**config.mk**
```make
export PLATFORM = sky130hd
export DESIGN_NAME = fsm_step_controller_flat
export DESIGN_NICKNAME = d
export VERILOG_FILES = /design/src/rtl/fsm_step_pkg.sv /design/src/rtl/fsm_step_controller_if.sv /design/src/rtl/btn_debounce.sv /design/src/rtl/fsm_step_controller.sv /design/src/flat_wrapper.sv
export SDC_FILE = /design/constraint.sdc
export NUM_CORES = 1
export LEC_CHECK = 0
export CAP_MARGIN = 0
export CELL_PAD_IN_SITES_DETAIL_PLACEMENT = 1
export CELL_PAD_IN_SITES_GLOBAL_PLACEMENT = 2
export CORE_ASPECT_RATIO = 1.75
export CORE_MARGIN = 1
export CORE_UTILIZATION = 35
export DETAILED_ROUTE_END_ITERATION = 8
export DONT_BUFFER_PORTS = 1
export GPL_TIMING_DRIVEN = 0
export PLACE_DENSITY = 0.76
export SLEW_MARGIN = 20
export SYNTH_ARGS = -nofsm -noshare
export SYNTH_HDL_FRONTEND = slang
export SYNTH_SLANG_ARGS = --single-unit
```
**constraint.sdc**
```tcl
create_clock -name clk -period 2.7 [get_ports clk]
set_input_delay 0.54 -clock clk [delete_from_list [all_inputs] [get_ports clk]]
set_output_delay 0.54 -clock clk [all_outputs]
set_load 0.01 [all_outputs]
```
**src/rtl/fsm_step_pkg.sv**
```systemverilog
// Shared types for the FSM demo step controller: mode codes, play states, counter widths.
// Latency: none (declarations only).
// Backpressure: none.
package fsm_step_pkg;

  typedef enum logic [1:0] {
    MODE_HOLD   = 2'b00,
    MODE_FREE   = 2'b01,
    MODE_SINGLE = 2'b10,
    MODE_PLAY   = 2'b11
  } mode_e;

  typedef enum logic [1:0] {
    IDLE = 2'b00,
    RUN  = 2'b01,
    DONE = 2'b10
  } play_state_e;

  localparam int STEP_CNT_W = 8;
  localparam int PAT_LEN_W  = 5;

  // Lengths beyond the pattern register width play the whole register.
  function automatic logic [PAT_LEN_W-1:0] clamp_len(input logic [PAT_LEN_W-1:0] len,
                                                     input int max_len);
    if (int'(len) > max_len) return PAT_LEN_W'(max_len);
    return len;
  endfunction

endpackage

```
**src/rtl/fsm_step_controller_if.sv**
```systemverilog
// Board-side control bundle of the step controller: mode, divider, pattern and step outputs.
// Latency: none (wiring only).
// Backpressure: none; every strobe is a single-cycle pulse with no handshake.
interface fsm_step_controller_if #(
  parameter int DIV_WIDTH   = 27,
  parameter int PAT_LEN_MAX = 16
);
  import fsm_step_pkg::*;

  mode_e                  mode;
  logic                   div_load;
  logic [DIV_WIDTH-1:0]   div_value;
  logic                   btn;
  logic                   x_in;
  logic                   pat_load;
  logic [PAT_LEN_MAX-1:0] pat_data;
  logic [PAT_LEN_W-1:0]   pat_len;
  logic                   start;
  logic                   step_en;
  logic                   x_out;
  logic                   busy;
  logic                   done;
  logic [STEP_CNT_W-1:0]  step_count;

  // Board / host side: drives the controls, watches the step outputs.
  modport master (
    output mode, div_load, div_value, btn, x_in, pat_load, pat_data, pat_len, start,
    input  step_en, x_out, busy, done, step_count
  );

  // Controller side.
  modport slave (
    input  mode, div_load, div_value, btn, x_in, pat_load, pat_data, pat_len, start,
    output step_en, x_out, busy, done, step_count
  );

endinterface

```
**src/rtl/btn_debounce.sv**
```systemverilog
// Push-button conditioner: 2-FF synchronizer, stability filter, one-cycle pulse on accepted rise.
// Latency: press is high 2 + DEB_CYCLES cycles after a clean raw rise.
// Backpressure: none; press is a free-running pulse, release produces nothing.
module btn_debounce #(
  parameter int DEB_CYCLES = 1000000
) (
  input  logic clk,
  input  logic rst,
  input  logic btn,
  output logic press
);

  localparam int            CW       = (DEB_CYCLES > 1) ? $clog2(DEB_CYCLES) : 1;
  localparam logic [CW-1:0] CNT_LAST = CW'(DEB_CYCLES - 1);
  localparam logic [CW-1:0] CNT_ONE  = CW'(1);

  logic          sync_1;
  logic          sync_2;
  logic          level;
  logic [CW-1:0] stable_cnt;

  // Bring the raw button into the clk domain.
  always_ff @(posedge clk) begin
    if (rst) begin
      sync_1 <= 1'b0;
      sync_2 <= 1'b0;
    end else begin
      sync_1 <= btn;
      sync_2 <= sync_1;
    end
  end

  // Accept a new level only after it has differed from the current one for DEB_CYCLES cycles.
  always_ff @(posedge clk) begin
    if (rst) begin
      level      <= 1'b0;
      stable_cnt <= '0;
      press      <= 1'b0;
    end else begin
      press <= 1'b0;
      if (sync_2 == level) begin
        stable_cnt <= '0;
      end else if (stable_cnt == CNT_LAST) begin
        level      <= sync_2;
        stable_cnt <= '0;
        press      <= sync_2;
      end else begin
        stable_cnt <= stable_cnt + CNT_ONE;
      end
    end
  end

endmodule

```
**src/rtl/fsm_step_controller.sv**
```systemverilog
// Step sequencer for FSM demos: divider, button single-step or pattern playback -> step_en/x_out.
// Latency: FREE step every P cycles; SINGLE step 2+DEB_CYCLES+1 after press; PLAY step on each tick.
// Backpressure: none; all outputs are registered pulses/levels, step_en never two cycles in a row.
module fsm_step_controller #(
  parameter int DIV_WIDTH   = 27,
  parameter int DIV_DEFAULT = 20000000,
  parameter int DEB_CYCLES  = 1000000,
  parameter int PAT_LEN_MAX = 16
) (
  input  logic                 clk,
  input  logic                 rst,
  fsm_step_controller_if.slave bus
);
  import fsm_step_pkg::*;

  localparam int                    PTR_W      = (PAT_LEN_MAX > 1) ? $clog2(PAT_LEN_MAX) : 1;
  localparam logic [DIV_WIDTH-1:0]  DIV_ONE    = DIV_WIDTH'(1);
  localparam logic [DIV_WIDTH-1:0]  PERIOD_MIN = DIV_WIDTH'(2);
  localparam logic [DIV_WIDTH-1:0]  PERIOD_RST = (DIV_DEFAULT < 2) ? PERIOD_MIN
                                                                   : DIV_WIDTH'(DIV_DEFAULT);
  localparam logic [PTR_W-1:0]      PTR_ONE    = PTR_W'(1);
  localparam logic [PAT_LEN_W-1:0]  LEN_ONE    = PAT_LEN_W'(1);
  localparam logic [STEP_CNT_W-1:0] STEP_ONE   = STEP_CNT_W'(1);

  // Divider
  logic [DIV_WIDTH-1:0] div_cnt;
  logic [DIV_WIDTH-1:0] div_period;
  logic                 tick;

  assign tick = (div_cnt == div_period - DIV_ONE);

  // Free-running 0..P-1 counter; a load restarts it from zero with the clamped period.
  always_ff @(posedge clk) begin
    if (rst) begin
      div_cnt    <= '0;
      div_period <= PERIOD_RST;
    end else if (bus.div_load) begin
      div_cnt    <= '0;
      div_period <= (bus.div_value < PERIOD_MIN) ? PERIOD_MIN : bus.div_value;
    end else if (tick) begin
      div_cnt <= '0;
    end else begin
      div_cnt <= div_cnt + DIV_ONE;
    end
  end

  // Switch input: synchronizer only, it is sampled on step edges so bounce is harmless.
  logic x_sync_1;
  logic x_sync_2;

  // Bring the raw switch bit into the clk domain.
  always_ff @(posedge clk) begin
    if (rst) begin
      x_sync_1 <= 1'b0;
      x_sync_2 <= 1'b0;
    end else begin
      x_sync_1 <= bus.x_in;
      x_sync_2 <= x_sync_1;
    end
  end

  logic press;

  btn_debounce #(
    .DEB_CYCLES (DEB_CYCLES)
  ) u_btn_debounce (
    .clk   (clk),
    .rst   (rst),
    .btn   (bus.btn),
    .press (press)
  );

  // Step request for the switch-driven modes; PLAY is handled by the FSM itself.
  logic src_step;

  // Select the step source for FREE/SINGLE.
  always_comb begin
    src_step = 1'b0;
    case (bus.mode)
      MODE_FREE:   src_step = tick;
      MODE_SINGLE: src_step = press;
      default:     src_step = 1'b0;
    endcase
  end

  // Play FSM and registered outputs
  play_state_e             state;
  logic [PAT_LEN_MAX-1:0]  pat_q;
  logic [PAT_LEN_W-1:0]    len_q;
  logic [PTR_W-1:0]        ptr;
  logic                    step_q;
  logic                    x_q;
  logic                    busy_q;
  logic                    done_q;
  logic [STEP_CNT_W-1:0]   step_cnt_q;
  logic                    play_start;

  // A same-cycle load takes precedence, so start is only honoured without pat_load.
  assign play_start = bus.start && (bus.mode == MODE_PLAY) && (len_q != '0) && !bus.pat_load;

  // Playback sequencing plus the shared step/x/count outputs; the !step_q guard keeps
  // step_en from ever lasting two cycles even across a mode change.
  always_ff @(posedge clk) begin
    if (rst) begin
      state      <= IDLE;
      pat_q      <= '0;
      len_q      <= '0;
      ptr        <= '0;
      step_q     <= 1'b0;
      x_q        <= 1'b0;
      busy_q     <= 1'b0;
      done_q     <= 1'b0;
      step_cnt_q <= '0;
    end else begin
      step_q <= 1'b0;
      done_q <= 1'b0;

      if (src_step && !step_q) begin
        step_q     <= 1'b1;
        x_q        <= x_sync_2;
        step_cnt_q <= step_cnt_q + STEP_ONE;
      end

      case (state)
        IDLE: begin
          if (bus.pat_load) begin
            pat_q <= bus.pat_data;
            len_q <= clamp_len(bus.pat_len, PAT_LEN_MAX);
          end else if (play_start) begin
            state  <= RUN;
            ptr    <= PTR_W'(len_q - LEN_ONE);
            busy_q <= 1'b1;
          end
        end
        RUN: begin
          if (bus.mode != MODE_PLAY) begin
            state  <= IDLE;
            busy_q <= 1'b0;
          end else if (tick && !step_q) begin
            step_q     <= 1'b1;
            x_q        <= pat_q[ptr];
            step_cnt_q <= step_cnt_q + STEP_ONE;
            ptr        <= ptr - PTR_ONE;
            if (ptr == '0) begin
              state  <= DONE;
              busy_q <= 1'b0;
            end
          end
        end
        DONE: begin
          done_q <= 1'b1;
          state  <= IDLE;
        end
        default: state <= IDLE;
      endcase
    end
  end

  assign bus.step_en    = step_q;
  assign bus.x_out      = x_q;
  assign bus.busy       = busy_q;
  assign bus.done       = done_q;
  assign bus.step_count = step_cnt_q;

endmodule

```
**src/flat_wrapper.sv**
```systemverilog
// flat-port wrapper written by rule: the top's interface ports become plain ports
module fsm_step_controller_flat import fsm_step_pkg::*;
#(
  parameter int DIV_WIDTH   = 27,
  parameter int DIV_DEFAULT = 20000000,
  parameter int DEB_CYCLES  = 1000000,
  parameter int PAT_LEN_MAX = 16
)
  (clk, rst, bus_mode, bus_div_load, bus_div_value, bus_btn, bus_x_in, bus_pat_load, bus_pat_data, bus_pat_len, bus_start, bus_step_en, bus_x_out, bus_busy, bus_done, bus_step_count);
  fsm_step_controller_if #(.DIV_WIDTH(DIV_WIDTH), .PAT_LEN_MAX(PAT_LEN_MAX)) bus_i ();
  input  logic clk;
  input  logic rst;
  input wire logic [$bits(bus_i.mode)-1:0] bus_mode;
  input wire logic [$bits(bus_i.div_load)-1:0] bus_div_load;
  input wire logic [$bits(bus_i.div_value)-1:0] bus_div_value;
  input wire logic [$bits(bus_i.btn)-1:0] bus_btn;
  input wire logic [$bits(bus_i.x_in)-1:0] bus_x_in;
  input wire logic [$bits(bus_i.pat_load)-1:0] bus_pat_load;
  input wire logic [$bits(bus_i.pat_data)-1:0] bus_pat_data;
  input wire logic [$bits(bus_i.pat_len)-1:0] bus_pat_len;
  input wire logic [$bits(bus_i.start)-1:0] bus_start;
  output wire logic [$bits(bus_i.step_en)-1:0] bus_step_en;
  output wire logic [$bits(bus_i.x_out)-1:0] bus_x_out;
  output wire logic [$bits(bus_i.busy)-1:0] bus_busy;
  output wire logic [$bits(bus_i.done)-1:0] bus_done;
  output wire logic [$bits(bus_i.step_count)-1:0] bus_step_count;
  assign bus_i.mode = bus_mode;
  assign bus_i.div_load = bus_div_load;
  assign bus_i.div_value = bus_div_value;
  assign bus_i.btn = bus_btn;
  assign bus_i.x_in = bus_x_in;
  assign bus_i.pat_load = bus_pat_load;
  assign bus_i.pat_data = bus_pat_data;
  assign bus_i.pat_len = bus_pat_len;
  assign bus_i.start = bus_start;
  assign bus_step_en = bus_i.step_en;
  assign bus_x_out = bus_i.x_out;
  assign bus_busy = bus_i.busy;
  assign bus_done = bus_i.done;
  assign bus_step_count = bus_i.step_count;
  fsm_step_controller #(.DIV_WIDTH(DIV_WIDTH), .DIV_DEFAULT(DIV_DEFAULT), .DEB_CYCLES(DEB_CYCLES), .PAT_LEN_MAX(PAT_LEN_MAX)) u_core (.clk(clk), .rst(rst), .bus(bus_i));
endmodule
```
==> impl_summary.md <==
Timing
Measured against its own limit, the worst slew margin works out to 45.7%. The final worst-path cycle share is 103%. The final worst clock skew is about 0.011 ns. Setup violations remaining at the end of the flow were counted as 6. In the post-route analysis, the smallest setup slack over all paths is -0.0768 ns. The worst path in the final design needs a cycle of 2.78 ns, including I/O delays and setup. The final count of hold timing violations is 0.

The worst hold slack is 0.245 ns. The number of pins exceeding their max-slew limit in the final report is 0. Setup repair after global routing could not meet its margin everywhere. The slew at the pin closest to its max-slew limit is 0.815 ns. The setup TNS is -0.424 ns.

Timing would allow up to between 300 and 400 MHz.

Routing
Once detail routing completed, the nets flagged for antenna violations numbered 0. The number of iterations in the first detailed-routing pass is 4. The wire length reported by the detailed router is 18500 µm. The count of routing violations after the opening detailed-route iteration is 140.

The number of vias after detailed routing is 5106. In the routed design, unresolved DRC markers number 0. The mean routed wirelength per cell is 19.6 µm. The average vias per placed instance is about 5.4.

Clock tree
The insertion delay to the later sink of the worst-skew pair is 0.42 ns. The root cell of the clock tree is sky130_fd_sc_hd__clkbuf_16. The number of clock sinks is 119. The CTS tree is done. The clock input transition at the sequential cells of the worst setup and hold paths is 0.06 ns.

The buffer levels on the longest clock path is 2. The level count of the clock H-tree is 4. The total clock buffers created by CTS is 17.

In this run, post-CTS hold repair placed 0 buffers.

Synthesis
The yosys synthesis warning count is 0. Counting flops with a built-in enable in the synthesized netlist gives 0. The synthesized area divided by synthesized cell count is just under 9 µm². The cell count after synthesis came out at around 670. By area the synthesized netlist is led by sky130_fd_sc_hd__dfxtp_1 (41%), sky130_fd_sc_hd__xnor2_1 (6.0%), sky130_fd_sc_hd__xor2_1 (6.0%).

The area of the mapped netlist is roughly 5800 µm². The sequential element share of the synthesized area is 40.8%. The async set-or-reset flop fraction in the synthesized netlist is 0%.

In this run, synthesis produced a sequential element count of about 120. The share of the synthesized area in the top cell type is 40.8%. The number of distinct library cells after synthesis is slightly below 60.

The most used flip-flop cell after synthesis is sky130_fd_sc_hd__dfxtp_1. The net count after synthesis is 734. The biggest area consumer among synthesized cells is sky130_fd_sc_hd__dfxtp_1.

Die
The die covers roughly 17000 µm². The placeable core area is between 15000 and 20000 µm². The die is 99.6 µm wide. After floorplanning, the core was divided into 62 placement rows. The die is 173 µm tall. The I/O pin total is around 70.

The initial utilization of the core area, before any placement, comes to 35.6%.

Setup path
The critical path in this run is classified as reg2reg. The end of the worst register-to-register path is u_core.bus.step_count[5]$_SDFF_PP0_. The combined buffer and inverter count along the critical path is 4. Measured in cells, the most critical reg-to-reg path has a length of 13.

The highest-delay cell along the critical path is sky130_fd_sc_hd__or4b_1. For the worst setup path, the data arrival time is 3.13 ns. Traced cell by cell, the critical path runs through inv_2 > ha_4 > or4b_1 > and4_1 > o21bai_1 > a22oi_1 > and4_1 > buf_6 > buf_4 > a31oi_2 > buf_4 > o21ai_1 > a21oi_2. For the worst setup path, the data required time is 3.05 ns. The largest fanout of any net on the critical path is 6. The worst register-to-register path has a setup slack of -0.08 ns.

The cell family contributing the most delay on the critical path is simple AND/OR/NAND/NOR gates. The critical path capture point type is a flop. STA classifies the critical path startpoint as a flop. The largest incremental delay on the critical path is around 0.45 ns. In this run the critical register-to-register path is launched from u_core.div_period[1]$_SDFFE_PP0P_.

Power and ir drop
In this run the power spent charging and discharging nets is ~1.1 mW. The leakage power is 2.50 nW. Of the total power, the share spent switching nets is roughly 25%. Registers are responsible for between 40% and 50% of the overall power.

Per report_power, the clock group accounts for 48.6% of the total. The internal power summed over all cells is about 3.3 mW. The part of the power in combinational logic is under 10%. The worst-case IR drop observed on VDD is around 0.44 mV. The areal power density over the cells is 615 nW/µm².

The total power consumption of the routed design is roughly 4.4 mW.

Placed design
The post-placement setup slack is -0.830 ns. In this run the tool buffered the top-level ports with 0 buffer cells. The final HPWL from detailed placement is roughly 14000 µm.

Routability-driven placement finished with a final weighted congestion of 0.843.

GRT
The initial antenna violation count is 0. The via count of the first global-routing pass is 5597. Global routing consumed, over all layers together, 22.6% of the routing resources. The first global-routing pass estimated 29600 µm of wire. The residual overflow from global routing is 0. The pin count of the biggest net entering global routing is 17.

Layout
The top cell types in the final layout, fill and taps aside, are sky130_fd_sc_hd__dfxtp_1 (110), sky130_fd_sc_hd__nor2_1 (81), sky130_fd_sc_hd__nand2_1 (69). The antenna diode count is 0. The net count of the finished layout is 774. The most common library cell in the layout ignoring fill and taps is sky130_fd_sc_hd__dfxtp_1. The ratio of cells with drive above 1 in the final layout is between 10% and 20%. The post-synthesis to final-layout area growth is 22.4%.

Run status
The final reports fail on negative setup slack. The run finished, with violations left.

Worst hold path
In this run the most critical hold path is launched from bus_div_value[8]. The type of the worst min-delay path is in2reg. Counting instances, the worst hold path has a depth of 1.

The hold-critical path endpoint is u_core.div_period[8]$_SDFFE_PP1P_.

Job
The max-cap check violation count is 0.
-- worst max-delay path by stage --
stage	start	end	slack, ns	cells after the start
5_1_grt	u_core.div_period[5]$_SDFFE_PP0P_	u_core.bus.x_out$_SDFF_PP0_	-0.22	9
2_1_floorplan	u_core.div_period[1]$_SDFFE_PP0P_	u_core.bus.x_out$_SDFF_PP0_	0.0002	12
6_report	u_core.div_period[1]$_SDFFE_PP0P_	u_core.bus.step_count[5]$_SDFF_PP0_	-0.08	13
3_3_place_gp	u_core.div_period[2]$_SDFFE_PP0P_	u_core.bus.step_count[0]$_SDFF_PP0_	-0.65	9
3_5_place_dp	u_core.div_period[2]$_SDFFE_PP0P_	u_core.bus.step_count[0]$_SDFF_PP0_	-0.83	9
4_1_cts	u_core.div_period[11]$_SDFFE_PP1P_	u_core.bus.x_out$_SDFF_PP0_	-0.09	10
-- sequential cells by signal, indices dropped and copies added, names as in the netlist --
register and count:
u_core.len_q 5, u_core.u_btn_debounce.stable_cnt 20, u_core.bus.busy 1, u_core.state 2
u_core.u_btn_debounce.sync_2 1, u_core.pat_q 16, u_core.x_sync_1 1, u_core.u_btn_debounce.sync_1 1
u_core.ptr 4, u_core.u_btn_debounce.level 1, u_core.bus.step_count 8, u_core.x_sync_2 1
u_core.bus.step_en 1, u_core.div_cnt 27, u_core.u_btn_debounce.press 1, u_core.bus.x_out 1
u_core.bus.done 1, u_core.div_period 27
-- cells in the mapped netlist (3+ instances only) --
| cell | number |
|---|---|
| sky130_fd_sc_hd__or3_1 | 7 |
| sky130_fd_sc_hd__nand4_1 | 9 |
| sky130_fd_sc_hd__and2_1 | 4 |
| sky130_fd_sc_hd__dfxtp_1 | 119 |
| sky130_fd_sc_hd__nor4_1 | 11 |
| sky130_fd_sc_hd__mux4_2 | 5 |
| sky130_fd_sc_hd__a211oi_1 | 4 |
| sky130_fd_sc_hd__nor2_1 | 82 |
| sky130_fd_sc_hd__a311oi_1 | 3 |
| sky130_fd_sc_hd__nand3b_1 | 7 |
| sky130_fd_sc_hd__xor2_1 | 40 |
| sky130_fd_sc_hd__buf_2 | 3 |
| sky130_fd_sc_hd__buf_1 | 6 |
| sky130_fd_sc_hd__nor3_1 | 20 |
| sky130_fd_sc_hd__and4_1 | 8 |
| sky130_fd_sc_hd__xnor2_1 | 40 |
| sky130_fd_sc_hd__a21oi_1 | 38 |
| sky130_fd_sc_hd__or4_1 | 7 |
| sky130_fd_sc_hd__nand3_1 | 29 |
| sky130_fd_sc_hd__nor2b_1 | 14 |
| sky130_fd_sc_hd__nand2b_1 | 3 |
| sky130_fd_sc_hd__inv_1 | 12 |
| sky130_fd_sc_hd__and3_1 | 15 |
| sky130_fd_sc_hd__nor4_4 | 3 |
| sky130_fd_sc_hd__a31oi_1 | 6 |
| sky130_fd_sc_hd__o31ai_1 | 5 |
| sky130_fd_sc_hd__mux2i_1 | 5 |
| sky130_fd_sc_hd__o21ai_0 | 5 |
| sky130_fd_sc_hd__nor3b_1 | 3 |
| sky130_fd_sc_hd__o21ai_1 | 5 |
| sky130_fd_sc_hd__a211o_1 | 10 |
| sky130_fd_sc_hd__ha_1 | 8 |
| sky130_fd_sc_hd__nand2_1 | 70 |
| sky130_fd_sc_hd__a22o_1 | 16 |
| sky130_fd_sc_hd__clkbuf_1 | 18 |
-- logic make-up after synthesis --
group,after synthesis,share of synthesized area (%)
flops,119,40.8
mux,10,2.79
compound gates,106,12.3
simple gates,303,27.1
fa+ha+maj,8,1.72
xor+xnor,81,12.4
buf+inv,42,2.92
-- power by group through the flow --
stage / Sequential [mW] / Combinational, mW / Clock (mW)
finish: 1.88 / 0.380 / 2.14
global route: 1.89 / 0.414 / 2.23
CTS: 1.88 / 0.366 / 2.18
detailed placement: 1.91 / 0.318 / 0
global placement: 1.91 / 0.306 / 0
floorplan: 1.89 / 0.237 / 0
-- per-stage QoR --
stage,instance area [µm²],std cells,util [%]
after floorplan,5840,669,-
after global placement,6120,893,37.4
after detailed placement,6120,893,37.4
after CTS,6990,942,42.7
after global routing,7140,945,43.6
final,7140,945,43.6
-- routing by layer --
| layer | wire (µm) | GRT usage, % | up-vias | share of wire (%) |
|---|---|---|---|---|
| met1 | 6740 | 21.9 | 2536 | 36 |
| met4 | 469 | 9.62 | 0 | 2.5 |
| met5 | 0 | 0 | - | 0 |
| met2 | 10900 | 45.1 | 78 | 59 |
| li1 | - | - | 2462 | - |
| met3 | 433 | 3.72 | 30 | 2.3 |
-- layout make-up --
cell class              instances  area [µm²]
plain buffers                  29         141
fillers                      1905        9230
repair buffers                 21         165
clock buffers                  23         478
well taps                     224         280
flip-flops and latches        119        2410
multi-input cells             509        3550
inverters                      12        45.0
clock inverters                 8        73.8
-- repair_timing --
item                                    in CTS  in global routing
cloned                                       2                  0
gates resized for setup                     45                 30
endpoints found under the setup margin      64                 57
pin swaps                                   15                 15
setup buffers                               17                  4
Power figures use the tool's default switching activity.
==> RTL edit 1 (same settings) <==
`PAT_LEN_MAX` is set to 16 in 3 places; all go to 8.
--- a/src/rtl/fsm_step_controller_if.sv
+++ b/src/rtl/fsm_step_controller_if.sv
@@ -3,7 +3,7 @@
 // Backpressure: none; every strobe is a single-cycle pulse with no handshake.
 interface fsm_step_controller_if #(
   parameter int DIV_WIDTH   = 27,
-  parameter int PAT_LEN_MAX = 16
+  parameter int PAT_LEN_MAX = 8
 );
   import fsm_step_pkg::*;
 
--- a/src/rtl/fsm_step_controller.sv
+++ b/src/rtl/fsm_step_controller.sv
@@ -5,7 +5,7 @@
   parameter int DIV_WIDTH   = 27,
   parameter int DIV_DEFAULT = 20000000,
   parameter int DEB_CYCLES  = 1000000,
-  parameter int PAT_LEN_MAX = 16
+  parameter int PAT_LEN_MAX = 8
 ) (
   input  logic                 clk,
   input  logic                 rst,
--- a/src/flat_wrapper.sv
+++ b/src/flat_wrapper.sv
@@ -4,7 +4,7 @@
   parameter int DIV_WIDTH   = 27,
   parameter int DIV_DEFAULT = 20000000,
   parameter int DEB_CYCLES  = 1000000,
-  parameter int PAT_LEN_MAX = 16
+  parameter int PAT_LEN_MAX = 8
 )
   (clk, rst, bus_mode, bus_div_load, bus_div_value, bus_btn, bus_x_in, bus_pat_load, bus_pat_data, bus_pat_len, bus_start, bus_step_en, bus_x_out, bus_busy, bus_done, bus_step_count);
   fsm_step_controller_if #(.DIV_WIDTH(DIV_WIDTH), .PAT_LEN_MAX(PAT_LEN_MAX)) bus_i ();
Interface: changed (resized bus_pat_data); port bits go from 69 to 61. The function was not compared with the original's and may differ.
==> RTL edit 1 against the original RTL <==
The run still ends with negative setup slack left. Worst hold slack improved by 0.052 ns. Synthesized area shrank 0.54%. Wire length is 1.8% lower. Power is 19% lower. Synthesized cell count increased by 1.8%. Setup slack worse by 0.30 ns. Final area grew 0.12%. Die area down 0.53%. Sequential cell count fell by 9. Critical path type unchanged.
==> RTL edit 1: results (changes against the original RTL) <==
Route
  • Met3 WL post-DR: 600 um (was 433 um)
  • Routed via count: 5113 (was 5106)
  • Vias/cell: 5.62 (was 5.40)
  • Routed met1 length: 6.57 mm (was 6.74 mm)
  • Met2 Wirelength: 10.2 mm (was 10.9 mm)

Global route
  • Largest net degree at the start of global routing: 21 (was 17)
  • First-pass GRT wire length: 28.4 mm (was 29.6 mm)
  • Met3 GRT Util: 3.52% (was 3.72%)
  • Number of global-route vias before repair: 5600 (was 5597)
  • GR Util All Layers: 21.7% (was 22.6%)
  • Met1 GRT Util: 20.7% (was 21.9%)

Yosys
  • Unique cell type count in the Yosys netlist: 66 (was 59)
  • Adder-cell share of the synthesized area: 1.72% (about the same)
  • Mux contribution to synthesized area: 6.17% (was 2.79%)
  • Post-Synth XOR/XNOR Area: 11.6% (was 12.4%)
  • Most instantiated cells after synthesis: dfxtp_1 (110), nor2_1 (105), nand2_1 (53), xor2_1 (42), nand3_1 (36) (was dfxtp_1 (119), nor2_1 (82), nand2_1 (70), xnor2_1 (40), xor2_1 (40))
  • Post-synthesis compound-gate area fraction: 9.34% (was 12.3%)
  • Register area share after synthesis: 37.9% (was 40.8%)
  • Post-synth net total: 738 (was 734)
  • Area contributors post-synth: dfxtp_1 (38%), nor2_1 (6.8%), xor2_1 (6.3%) (was dfxtp_1 (41%), xnor2_1 (6.0%), xor2_1 (6.0%))

Placement
  • Dpl ws: -0.650 ns (was -0.830 ns)
  • Routability cong.: 0.801 (was 0.843)
  • Hpwl dp: 13.5 mm (was 13.9 mm)
  • Placed Cells: 870 (was 893)

Clock tree
  • Total CTS buffers: 9 (was 17)
  • Clk Latency, worst-skew pair: 0.36 ns (was 0.42 ns)
  • Longest Clk Path Bufs: 2 (unchanged)
  • H-tree depth: 3 (was 4)
  • Worst-path clk slew: 0.08 ns (was 0.06 ns)

Layout
  • # fillers: 1871 (was 1905)
  • Share of cells above drive strength 1: 20.3% (was 16.1%)
  • Fin nets: 772 (was 774)

Worst setup path
  • Crit path arrival time: 3.33 ns (was 3.13 ns)
  • Largest stage delay, worst path: 0.50 ns (was 0.45 ns)
  • Crit-path max FO: 6 (unchanged)
  • FF-to-FF End: u_core.bus.step_count[4]$_SDFF_PP0_ (was u_core.bus.step_count[5]$_SDFF_PP0_)
  • FF-to-FF path depth: 14 (was 13)
  • Slowest-stage cell, CP: or4b_4 (was or4b_1)

Min path
  • Hold wc startpoint: bus_div_value[13] (was bus_div_value[8])
  • Hold Path End: u_core.div_period[13]$_SDFFE_PP1P_ (was u_core.div_period[8]$_SDFFE_PP1P_)

Timing
  • Clk_skew: 0.00943 ns (was 0.0106 ns)
  • Relative slew slack: 46.0% (was 45.7%)
  • Setup ws final: -0.374 ns (was -0.0768 ns)
  • Final setup viols: 43 (was 6)

Outcome
  • Failing checks: negative setup slack (unchanged)
  • Status: finished, violations left (unchanged)

Power and ir drop
  • Clock power frac: 40.1% (was 48.6%)
  • Peak VDD IR: 340 uV (was 441 uV)
  • Switching Fraction: 27.7% (was 24.8%)
  • Seq power: 1.72 mW (was 1.88 mW)
-- RTL edit 1: cell count changes after synthesis, moves of 7 or more --
cell,unedited run,this run
a21oi_1,38,27
a22o_1,16,0
dfxtp_1,119,110
mux2i_1,5,23
nand2_1,70,53
nand3_1,29,36
nand3b_1,7,0
nor2_1,82,105
nor2b_1,14,21
nor4_1,11,20
-- RTL edit 1: worst reg2reg max path: stages (launching register included) --
cell and delay, ns:
dfxtp_4 0.37, inv_4 0.06, ha_4 0.14, or4b_4 0.50, nor4_4 0.22, buf_4 0.19, buf_6 0.11, xnor2_2 0.06
nand2b_4 0.16, nor4_4 0.25, buf_4 0.18, nand4_1 0.12, buf_6 0.17, a21oi_4 0.13, mux2_4 0.31
-- RTL edit 1: cells by family (layout without fill, tap and decap cells) --
family          after synthesis  in the layout
fa+ha+maj                     8              8
buf+inv                      43             82
simple gates                332            332
xor+xnor                     77             77
mux                          32             32
flops                       110            110
compound gates               79             79
-- RTL edit 1: per-stage QoR --
stage               TNS [ns]  total power [mW]  hold WS (ns)
finish                -10.70              3.57         0.297
global route          -15.18              3.71         0.298
CTS                   -12.53              3.60         0.288
detailed placement    -18.28              2.09         0.428
global placement      -16.02              2.08         0.428
floorplan             -0.278              1.99         0.414
-- RTL edit 1: cell type report --
class                      instances  area, um^2  share of cell area, %
clock inverter                     7        88.8                   1.24
inverter                          12        50.0                  0.700
tap                              189         236                   3.31
clock buffer                       9         225                   3.15
buffer                            27         160                   2.24
timing repair buffer              27         270                   3.78
sequential                       110        2210                   30.9
multi-input combinational        528        3910                   54.7
-- RTL edit 1: repair_timing --
item,4_1_cts,5_1_grt
gates resized for setup,58,63
cloned,2,0
setup endpoints to repair,43,43
setup buffers,17,10
hold buffers,0,0
pin swaps,20,38
==> RTL edit 2 (same flow settings) <==
Made on the original files. Encoding of `play_state_e`: now one-hot (3 bits for 3 states).
--- a/src/rtl/fsm_step_pkg.sv
+++ b/src/rtl/fsm_step_pkg.sv
@@ -10,10 +10,10 @@
     MODE_PLAY   = 2'b11
   } mode_e;
 
-  typedef enum logic [1:0] {
-    IDLE = 2'b00,
-    RUN  = 2'b01,
-    DONE = 2'b10
+  typedef enum logic [2:0] {
+    IDLE = 3'b001,
+    RUN  = 3'b010,
+    DONE = 3'b100
   } play_state_e;
 
   localparam int STEP_CNT_W = 8;
Function: no difference found for any inputs over 4 cycles, from zero or initial values and one cycle with rst high; so few cycles prove little.
==> RTL edit 2 against the original RTL <==
The run still ends with negative setup slack left. Synthesized cell count rose by 6.7%. Die area rose by 4.0%. Power rose by 15%. Sequential cell count rose by 1. Sequential power increased by 6%. Synthesized area grew 4.1%. Wire length grew 6.1%. Final area increased by 3.6%. Utilization is essentially flat. Setup slack worse by 0.42 ns. Count of clock-buffer cells in the layout is the same. Via count increased by 7.4%. Sequential share of layout area fell by 1.1 points. Critical path type unchanged. Critical endpoint is now u_core.bus.step_count[4]$_SDFF_PP0_. Largest cell class unchanged. Highest routed layer unchanged.
==> RTL edit 2: results (changes against the original RTL) <==
Outcome
  • Status: finished, violations left (unchanged)
  • Failing checks: negative setup slack (unchanged)

Yosys
  • Post-Synthesis Cells: 714 (was 669)
  • Area contributors post-synth: dfxtp_1 (40%), nor2_1 (5.8%), xor2_1 (5.5%) (was dfxtp_1 (41%), xnor2_1 (6.0%), xor2_1 (6.0%))
  • Unique cell type count in the Yosys netlist: 63 (was 59)
  • Register area share after synthesis: 39.6% (was 40.8%)
  • Post-synth net total: 779 (was 734)

Placement
  • Placed Cells: 941 (was 893)
  • Hpwl dp: 15.0 mm (was 13.9 mm)
  • Dpl ws: -1.09 ns (was -0.830 ns)
  • Routability cong.: 0.891 (was 0.843)

Route
  • Iteration-0 DRC Markers: 118 (was 140)
  • Routed via count: 5482 (was 5106)
  • Final wirelength: 19.7 mm (was 18.5 mm)

Power and ir drop
  • Seq power: 2.00 mW (was 1.88 mW)
  • NetSw: 1.38 mW (was 1.09 mW)
  • Leakage: 2.57 nW (was 2.50 nW)
  • Peak VDD IR: 505 uV (was 441 uV)
  • Comb power: 0.725 mW (was 0.380 mW)
  • Pwr Total: 5.07 mW (was 4.40 mW)

Worst setup path
  • FF-to-FF path depth: 10 (was 13)
  • Largest stage delay, worst path: 0.54 ns (was 0.45 ns)
  • FF-to-FF End: u_core.bus.step_count[4]$_SDFF_PP0_ (was u_core.bus.step_count[5]$_SDFF_PP0_)
  • Worst R2R Start: u_core.div_period[15]$_SDFFE_PP0P_ (was u_core.div_period[1]$_SDFFE_PP0P_)
  • Crit path arrival time: 3.54 ns (was 3.13 ns)
  • FF-to-FF setup slack: -0.49 ns (was -0.08 ns)
  • Slowest-stage cell, CP: or3_1 (was or4b_1)

Global route
  • GR Util All Layers: 23.3% (was 22.6%)
  • First-pass GRT wire length: 31.3 mm (was 29.6 mm)
  • Number of global-route vias before repair: 6230 (was 5597)

Timing
  • Hold_ws: 0.240 ns (was 0.245 ns)
  • Relative slew slack: 34.7% (was 45.7%)
  • Setup Total Neg Slack: -18.44 ns (was -0.424 ns)
  • Final setup viols: 44 (was 6)
  • Setup ws final: -0.494 ns (was -0.0768 ns)

Min path
  • Hold Path End: u_core.div_period[23]$_SDFFE_PP0P_ (was u_core.div_period[8]$_SDFFE_PP1P_)
  • Hold wc startpoint: bus_div_value[23] (was bus_div_value[8])

Layout
  • Layout Cells excl Fill: 987 (was 945)
  • Share of cells above drive strength 1: 13.6% (was 16.1%)
RTL edit 2: changes by cell type after synthesis, sizes merged, moves of 6 or more:
cell / delta
xnor2: -6
a211o: -8
buf: -9
nor3: -8
mux2i: +9
and4: -7
nand2: +17
nor2: +11
or3: +8
RTL edit 2: logic make-up after synthesis:
| kind of cell | count (synthesis) | synth area share (%) |
|---|---|---|
| muxes | 20 | 4.35 |
| xor gates and xnor gates | 72 | 10.4 |
| AOI/OAI and AO/OA | 118 | 13.5 |
| buffers and inverters | 36 | 2.23 |
| adders and majority gates | 8 | 1.65 |
| DFF | 120 | 39.6 |
| and+or+nand+nor | 340 | 28.4 |
RTL edit 2: cell type report:
cell class	instances	area, um^2
fill	1967	9550
multi-input combinational	558	3800
sequential	120	2420
clock buffer	23	478
tap	227	284
timing repair buffer	17	144
clock inverter	8	120
buffer	22	113
inverter	12	45.0
RTL edit 2: worst max-delay path by stage:
stage / end / depth (start not counted)
floorplan: u_core.bus.step_count[7]$_SDFF_PP0_ / 9
global placement: u_core.ptr[1]$_SDFFE_PP0P_ / 9
detailed placement: u_core.bus.step_count[7]$_SDFF_PP0_ / 11
CTS: u_core.bus.step_count[7]$_SDFF_PP0_ / 10
global route: u_core.bus.step_count[4]$_SDFF_PP0_ / 10
finish: u_core.bus.step_count[4]$_SDFF_PP0_ / 10
RTL edit 2: layer usage:
| metal | track usage [%] | vias up | part of all wire (%) |
|---|---|---|---|
| li1 | - | 2613 | - |
| met5 | 0 | - | 0 |
| met3 | 4.63 | 62 | 3.2 |
| met1 | 20.1 | 2694 | 33 |
| met2 | 45.7 | 113 | 57 |
| met4 | 16.5 | 0 | 6.9 |
RTL edit 2: repair_timing:
action                                  in CTS  in global routing
pin swaps                                   15                  6
resized for setup                           37                 12
endpoints found under the setup margin      44                 54
buffers inserted                            17                  0
